[src/rtl/risc_div_pkg.sv]
// risc_div_pkg: shared FSM encoding and two's-complement helper for the sequential divider.
//   STATE_W     : width of the divider state encoding
//   MAX_W       : widest operand the sign helper handles (callers resize to/from it)
//   div_state_t : IDLE / CALC / FIX / DONE
//   cond_neg    : returns -x when en is set, x otherwise (abs value and sign fix-up)
package risc_div_pkg;
    localparam int STATE_W = 2;
    localparam int MAX_W   = 64;

    typedef enum logic [STATE_W-1:0] {IDLE, CALC, FIX, DONE} div_state_t;

    function automatic logic [MAX_W-1:0] cond_neg(input logic [MAX_W-1:0] x, input logic en);
        return en ? ~x + 1'b1 : x;
    endfunction
endpackage

[src/rtl/risc_div_step.sv]
// risc_div_step: one combinational restoring-division iteration (shift, trial subtract, select).
//   rem_in  : partial remainder before this step
//   dvd_in  : remaining dividend bits, MSB consumed first
//   divisor : magnitude of the divisor
//   rem_out : partial remainder after this step
//   dvd_out : dividend shifted left by one
//   qbit    : quotient bit produced by this step
module risc_div_step
    import risc_div_pkg::*;
#(
    parameter int WIDTH = 32
) (
    input  logic [WIDTH-1:0] rem_in,
    input  logic [WIDTH-1:0] dvd_in,
    input  logic [WIDTH-1:0] divisor,
    output logic [WIDTH-1:0] rem_out,
    output logic [WIDTH-1:0] dvd_out,
    output logic             qbit
);
    logic [WIDTH:0] w_shift;
    logic [WIDTH:0] w_trial;

    // The shifted remainder is below 2*divisor, so WIDTH+1 bits hold both it and
    // the signed trial difference; the top bit of the trial is its sign.
    assign w_shift = {rem_in, dvd_in[WIDTH-1]};
    assign w_trial = w_shift - {1'b0, divisor};
    assign qbit    = ~w_trial[WIDTH];
    assign rem_out = qbit ? w_trial[WIDTH-1:0] : w_shift[WIDTH-1:0];
    assign dvd_out = {dvd_in[WIDTH-2:0], 1'b0};
endmodule

[src/rtl/risc_seq_divider.sv]
// risc_seq_divider: multi-cycle radix-2 restoring integer divider, signed or unsigned per request.
//   clk, rst_n     : rising-edge clock, asynchronous active-low reset
//   flush          : synchronous abort of any in-flight operation
//   in_valid/ready : request handshake; in_signed selects two's-complement operands
//   in_dividend, in_divisor, in_tag : request operands and opaque tag
//   out_valid/ready: result handshake
//   out_quotient, out_remainder, out_tag : truncating-division result and returned tag
//   out_dz, out_ovf: divide-by-zero and signed MIN / -1 flags
module risc_seq_divider
    import risc_div_pkg::*;
#(
    parameter int WIDTH = 32,
    parameter int TAG_W = 4
) (
    input  logic             clk,
    input  logic             rst_n,
    input  logic             flush,
    input  logic             in_valid,
    output logic             in_ready,
    input  logic             in_signed,
    input  logic [WIDTH-1:0] in_dividend,
    input  logic [WIDTH-1:0] in_divisor,
    input  logic [TAG_W-1:0] in_tag,
    output logic             out_valid,
    input  logic             out_ready,
    output logic [WIDTH-1:0] out_quotient,
    output logic [WIDTH-1:0] out_remainder,
    output logic [TAG_W-1:0] out_tag,
    output logic             out_dz,
    output logic             out_ovf
);
    localparam int CNT_W = $clog2(WIDTH);
    localparam logic [WIDTH-1:0] MIN_VAL = {1'b1, {(WIDTH-1){1'b0}}};

    div_state_t       r_state;
    div_state_t       w_next;
    logic [WIDTH-1:0] r_rem;
    logic [WIDTH-1:0] r_dvd;
    logic [WIDTH-1:0] r_dsr;
    logic [WIDTH-1:0] r_quo;
    logic [CNT_W-1:0] r_cnt;
    logic [TAG_W-1:0] r_tag;
    logic             r_neg_q;
    logic             r_neg_r;
    logic             r_dz;
    logic             r_ovf;

    logic             w_accept;
    logic             w_neg_dvd;
    logic             w_neg_dsr;
    logic             w_dz;
    logic             w_ovf;
    logic [WIDTH-1:0] w_abs_dvd;
    logic [WIDTH-1:0] w_abs_dsr;
    logic [WIDTH-1:0] w_fix_q;
    logic [WIDTH-1:0] w_fix_r;
    logic [WIDTH-1:0] w_step_rem;
    logic [WIDTH-1:0] w_step_dvd;
    logic             w_qbit;

    // A request that coincides with flush is dropped, not accepted.
    assign w_accept  = in_valid & (r_state == IDLE) & ~flush;
    assign w_neg_dvd = in_signed & in_dividend[WIDTH-1];
    assign w_neg_dsr = in_signed & in_divisor[WIDTH-1];
    assign w_dz      = (in_divisor == '0);
    assign w_ovf     = in_signed & (in_dividend == MIN_VAL) & (in_divisor == '1);

    // |MIN| comes out as the unsigned pattern 2^(WIDTH-1), which the unsigned core divides exactly.
    assign w_abs_dvd = WIDTH'(cond_neg(MAX_W'(in_dividend), w_neg_dvd));
    assign w_abs_dsr = WIDTH'(cond_neg(MAX_W'(in_divisor), w_neg_dsr));
    assign w_fix_q   = WIDTH'(cond_neg(MAX_W'(r_quo), r_neg_q));
    assign w_fix_r   = WIDTH'(cond_neg(MAX_W'(r_rem), r_neg_r));

    risc_div_step #(.WIDTH(WIDTH)) u_step (
        .rem_in  (r_rem),
        .dvd_in  (r_dvd),
        .divisor (r_dsr),
        .rem_out (w_step_rem),
        .dvd_out (w_step_dvd),
        .qbit    (w_qbit)
    );

    always_ff @(posedge clk or negedge rst_n) begin
        if (!rst_n) r_state <= IDLE;
        else        r_state <= w_next;
    end

    always_comb begin
        w_next    = r_state;
        in_ready  = 1'b0;
        out_valid = 1'b0;
        case (r_state)
            IDLE: begin
                in_ready = 1'b1;
                if (w_accept) w_next = w_dz ? DONE : CALC;
            end
            CALC: w_next = (r_cnt == '0) ? FIX : CALC;
            FIX:  w_next = DONE;
            DONE: begin
                out_valid = 1'b1;
                if (out_ready) w_next = IDLE;
            end
            default: w_next = IDLE;
        endcase
        if (flush) w_next = IDLE;
    end

    // Divide-by-zero skips CALC/FIX, so its final quotient and raw dividend are loaded at accept.
    always_ff @(posedge clk or negedge rst_n) begin
        if (!rst_n) begin
            r_rem   <= '0;
            r_dvd   <= '0;
            r_dsr   <= '0;
            r_quo   <= '0;
            r_cnt   <= '0;
            r_tag   <= '0;
            r_neg_q <= 1'b0;
            r_neg_r <= 1'b0;
            r_dz    <= 1'b0;
            r_ovf   <= 1'b0;
        end else if (w_accept) begin
            r_rem   <= w_dz ? in_dividend : '0;
            r_quo   <= w_dz ? '1 : '0;
            r_dvd   <= w_abs_dvd;
            r_dsr   <= w_abs_dsr;
            r_cnt   <= CNT_W'(WIDTH-1);
            r_tag   <= in_tag;
            r_neg_q <= w_neg_dvd ^ w_neg_dsr;
            r_neg_r <= w_neg_dvd;
            r_dz    <= w_dz;
            r_ovf   <= w_ovf;
        end else if (r_state == CALC) begin
            r_rem   <= w_step_rem;
            r_dvd   <= w_step_dvd;
            r_quo   <= {r_quo[WIDTH-2:0], w_qbit};
            r_cnt   <= r_cnt - 1'b1;
        end else if (r_state == FIX) begin
            r_quo   <= w_fix_q;
            r_rem   <= w_fix_r;
        end
    end

    assign out_quotient  = r_quo;
    assign out_remainder = r_rem;
    assign out_tag       = r_tag;
    assign out_dz        = r_dz;
    assign out_ovf       = r_ovf;
endmodule

[config.mk]
export PLATFORM = sky130hd
export DESIGN_NAME = risc_seq_divider
export DESIGN_NICKNAME = d
export VERILOG_FILES = /design/src/rtl/risc_div_pkg.sv /design/src/rtl/risc_div_step.sv /design/src/rtl/risc_seq_divider.sv
export SDC_FILE = /design/constraint.sdc
export NUM_CORES = 1
export LEC_CHECK = 0
export CORE_MARGIN = 10
export CORE_UTILIZATION = 35
export DETAILED_ROUTE_END_ITERATION = 6
export PLACE_DENSITY_LB_ADDON = 0.2
export SLEW_MARGIN = 20
export SYNTH_ARGS = -nofsm -noshare
export SYNTH_HDL_FRONTEND = slang
export SYNTH_SLANG_ARGS = --single-unit
[constraint.sdc]
create_clock -name clk -period 6.1 [get_ports clk]
set_input_delay 1.22 -clock clk [delete_from_list [all_inputs] [get_ports clk]]
set_output_delay 1.22 -clock clk [all_outputs]
set_load 0.01 [all_outputs]
# == After elaboration in Yosys (flattened, before gate mapping) ==
# Cells that the tools add are included.
# totals
register_bits,143
in_bits,74
out_inout_bits,72
word_cells,72
# classes
addsub,6
n_eq_ne,7
muxes,25
n_bitwise,13
n_reduce_logical,10
# ops
cell,count
$mux 32,15
$add 32x1->32 const B,4
$not 32->32,4
$eq 32x32->1 const B,2
$sub 33x32->33,1
$logic_not 32->1,1
$mux 2,5
$mux 5,2
$reduce_bool 3->1,3
$pmux 2 s4,1
$and 1x1->1,6
$ne 3x3->1 const B,2
$reduce_and 2->1,3
$logic_not 5->1,1
$sub 5x1->5 const B,1
$eq 2x2->1 const B,2
$eq 2x1->1 const B,1
$logic_not 2->1,1
$mux 1,2
$not 1->1,2
$reduce_bool 2->1,1
$xor 1x1->1,1

# == Depth between registers and ports, before layout ==
# logic_depth
ltp_word,6
mapped_depth,15
ltp_nobuf,13

# == Modules after synthesis ==
# From an unflattened synthesis, not the netlist that was laid out.
# hier_totals
hier_cells,1436
hier_area_um2,11471.0
# by_module_without_submodules
mod,n_inst,cells_per_inst,area_each_um2,seq_area_each_um2
risc_seq_divider,1,1092,8971.1,3578.4
risc_div_step,1,344,2499.9,0.0

# == Worst setup path before layout ==
# OpenSTA, ideal clock, no wires.
# synth_path
path_type,input -> register
startpoint,in in_divisor[2]
endpoint,reg r_dsr[29]
setup_time_ns,0.130
t_arrival_ns,3.468
required_ns,5.970
path_slack_ns,2.503
stages,9
path_buffers,0
cell_sequence,or3_4 -> or3_4 -> or3_4 -> or3_4 -> nor4_4 -> nand3_1 -> o41ai_2 -> xor2_1 -> o21ai_1
# synth_via
elab_chain_len,3
# synth_rtl
element,line_no,text
from (decl),risc_seq_divider.sv:22,"input logic [WIDTH-1:0] in_divisor,"
$not 32->32,risc_div_pkg.sv:13,return en ? ~x + 1'b1 : x;
$add 32x1->32,risc_div_pkg.sv:13,
$mux 32,risc_div_pkg.sv:13,
to (signal assigned),risc_seq_divider.sv:125,r_dsr <= w_abs_dsr;
to (decl),risc_seq_divider.sv:39,logic [WIDTH-1:0] r_dsr;
# Every way passes these cells.
# A chain may end at the register's enable or synchronous reset.

# == Final worst setup path ==
# layout_path
startpoint,in in_divisor[2]
endpoint,"reg r_rem[27], in the netlist out_remainder[27]"
# layout_via
elab_chain_len,3
# layout_rtl
element,line_no,text
$logic_not 32->1,risc_seq_divider.sv:65,assign w_dz = (in_divisor == '0);
$mux 32,risc_seq_divider.sv:122,r_rem <= w_dz ? in_dividend : '0;
$mux 32,risc_seq_divider.sv:121,end else if (w_accept) begin
to (signal assigned),risc_seq_divider.sv:122,
to (signal assigned),risc_seq_divider.sv:133,r_rem <= w_step_rem;
to (signal assigned),risc_seq_divider.sv:139,r_rem <= w_fix_r;
to (decl),risc_seq_divider.sv:37,logic [WIDTH-1:0] r_rem;
# Every way passes these cells.

==> results.md <==
* Worst hold path class: reg -> reg
* Pre-antenna DRT Iters at 5
* Commonest non-fill, non-tap cell in the layout: o21ai_0
* Ant diodes at 0
* Commonest non-fill, non-tap cells in the layout: o21ai_0, nand2_1, clkdlybuf4s50_1
* ANT nets after route at 0
* Mean Syn Cell Area at 8.00 um2
* Clk sinks at 143
* Pin count of the biggest net entering global routing at 86
* Unrepaired setup endpoints after global routing: no
* Post-Synthesis Cells at 1347
* Max_cap viols at 0
* Clock buffer depth at 2
* Antenna violations before repair at 1
* Total Power at 5.99 mW
* Dpl cell area at 0.0126 mm2
* Status: finished clean
* Drt initial violations at 788
* Synth Net Count at 1461
* VDD IR max at 0.213 mV
* Post-synth EDFFs at 0
* Port-buffer cells at 145
* CP Launch Type: primary input
* Crit path max fanout at 33
* Routed WL per cell at 18.9 um
* # rows at 64
* Pwr dens at 453 mW/mm2
* DRC at 0
* Async set or reset register ratio after synthesis at 1.00
* Yosys top cell area share at 0.332
* Maximum clock frequency at 221 MHz
* Crit path capture type: flop
* Post-DP HPWL at 25500 um
* Setup TNS Final at 0 ns
* Critical path required time at 6.45 ns
* Total CTS buffers at 17
* Min Tclk post-route at 4.53 ns
* Worst setup path class: in -> reg
* Vias per cell at 5.61
* CTS tree: built
* Reg clk slew, reported paths at 0.06 ns
* Area leader, netlist: dfrtp_1
* Final nets at 1565
* Sequential share of the synthesized area at 0.332
* Share of layout cells above drive strength 1 at 0.0519
* Final Slew Violations at 0
* Commonest register cell after synthesis: dfrtp_1
* Total Die Area at 0.0382 mm2
* Slew @ Worst Pin at 0.964 ns
* WP data arrival at 4.88 ns
* Leak at 5.23 nW
* Warning count from the yosys run at 0
* Die Wd at 195 um
* Hold buffers post-CTS at 0
* Yosys reg bits at 143
* H-tree lvl count at 4
* Final Cell Area at 0.0132 mm2
* GPL Wtd Cong at 0.898
* CTS resizes at 0
* Detailed-route wire length at 35100 um
* Post-CTS Setup Bufs at 0
* Vias at 10432
* Synth top area cells: dfrtp_1, o21ai_0, a21oi_1, nand2_1, ha_1
* Layout area overhead at 22.5%
* Clk_lat worst skew at 0.44 ns
* Period utilization at 0.743
* Layout Utilization at 0.433
* Hold Fails Final Rpt at 0
* Grt total ovfl at 0
* Rel. slew slack at 0.357
* Root Driver: clkbuf_16
* Initial Utilization at 0.353
* Final setup fails at 0
* Number of global-route vias before repair at 10043
* I/O pins at 146
* Die height at 195 um
* Core ar. at 0.0305 mm2
* Synth unique cells at 74
* Skew final at 0.00959 ns
* Wire length of the first global-routing pass at 56200 um
* GRT Overall Usage at 0.180
* Synth Cell Area at 0.0108 mm2
==> cell usage after synthesis, types with 5 or more instances <==
library cell / n
nand3_1: 29
a21oi_1: 113
xor2_1: 53
o22ai_1: 8
buf_2: 9
mux2i_1: 14
or3_1: 14
o21a_1: 10
ha_1: 39
and3_1: 11
a22oi_1: 34
o21ai_1: 11
clkbuf_1: 55
a221o_1: 5
o211ai_1: 16
dfrtp_1: 143
or4_1: 12
a221oi_1: 18
inv_1: 57
a21o_1: 12
nor4_1: 17
a31oi_1: 28
nand2b_1: 14
buf_1: 9
nor3_1: 34
nor2_1: 107
nand4_1: 14
and2_1: 6
o31ai_1: 16
a211oi_1: 11
o21ai_0: 151
nand2_1: 146
xnor2_1: 53
nor2b_1: 6
==> stage by stage <==
step	cells	hold WS, ns	setup slack (ns)
finish	1860	0.475	1.57
global route	1860	0.500	1.35
CTS	1860	0.483	1.59
detailed placement	1828	0.465	1.13
global placement	1828	0.458	1.15
floorplan	1347	0.450	2.50
==> area by class of cell <==
| cell class | count | area (um2) |
|---|---|---|
| Timing Repair Buffer | 161 | 1590 |
| Fill cell | 3067 | 17300 |
| Tap cell | 396 | 495 |
| Sequential cell | 143 | 3580 |
| Clock inverter | 13 | 179 |
| Clock buffer | 19 | 453 |
| Inverter | 57 | 214 |
| Multi-Input combinational cell | 1071 | 6700 |
==> worst max-delay path, cell delays in order <==
cell	delay, ns
clkdlybuf4s50_1	0.51
or3_4	0.45
nor4b_2	0.38
nor3b_4	0.37
nand3_2	0.16
or4_4	0.48
nor2_4	0.66
buf_12	0.27
nand2_1	0.06
o21ai_0	0.07
o21ai_0	0.10
o211ai_1	0.12
==> registers in the layout, summed over array words and instances, names as in the netlist <==
register       count
out_dz             1
out_ovf            1
out_quotient      32
out_remainder     32
out_tag            4
r_cnt              5
r_dsr             32
r_dvd             32
r_neg_q            1
r_neg_r            1
r_state            2
==> layer usage <==
metal	wire, um	global-route usage
met4	529	0.0484
met5	0	0
met3	2400	0.0408
met2	15600	0.278
met1	16500	0.247
==> power breakdown <==
group | internal, mW | leakage [nW] | switching, mW
sequential | 1.23 | 1.75 | 0.473
combinational | 1.44 | 3.18 | 1.70
clock | 0.676 | 0.307 | 0.468
total | 3.34 | 5.23 | 2.64
==> cells by family after synthesis <==
family          Yosys count  synth area share
compound gates          467             0.266
buf+inv                 133            0.0488
fa+ha+maj                40            0.0471
flops                   143             0.332
simple gates            440             0.203
xor+xnor                106            0.0861
mux                      18            0.0172
==> final timing paths <==
path                            depth (start not counted)                       endpoint                    startpoint  slack (ns)
worst min-delay path                                    2           r_dsr[5]$_DFFE_PN0P_          r_dsr[5]$_DFFE_PN0P_        0.48
worst min register to register                          2           r_dsr[5]$_DFFE_PN0P_          r_dsr[5]$_DFFE_PN0P_        0.48
worst max-delay path                                   12  out_remainder[27]$_DFFE_PN0P_                 in_divisor[2]        1.57
max in group asynchronous                               2  out_remainder[31]$_DFFE_PN0P_                         rst_n        4.33
min in group asynchronous                               1           r_dvd[1]$_DFFE_PN0P_                         rst_n        0.66
worst max register to register                         13  out_remainder[10]$_DFFE_PN0P_  out_remainder[0]$_DFFE_PN0P_        1.86
(Power assumes the default switching activity.)
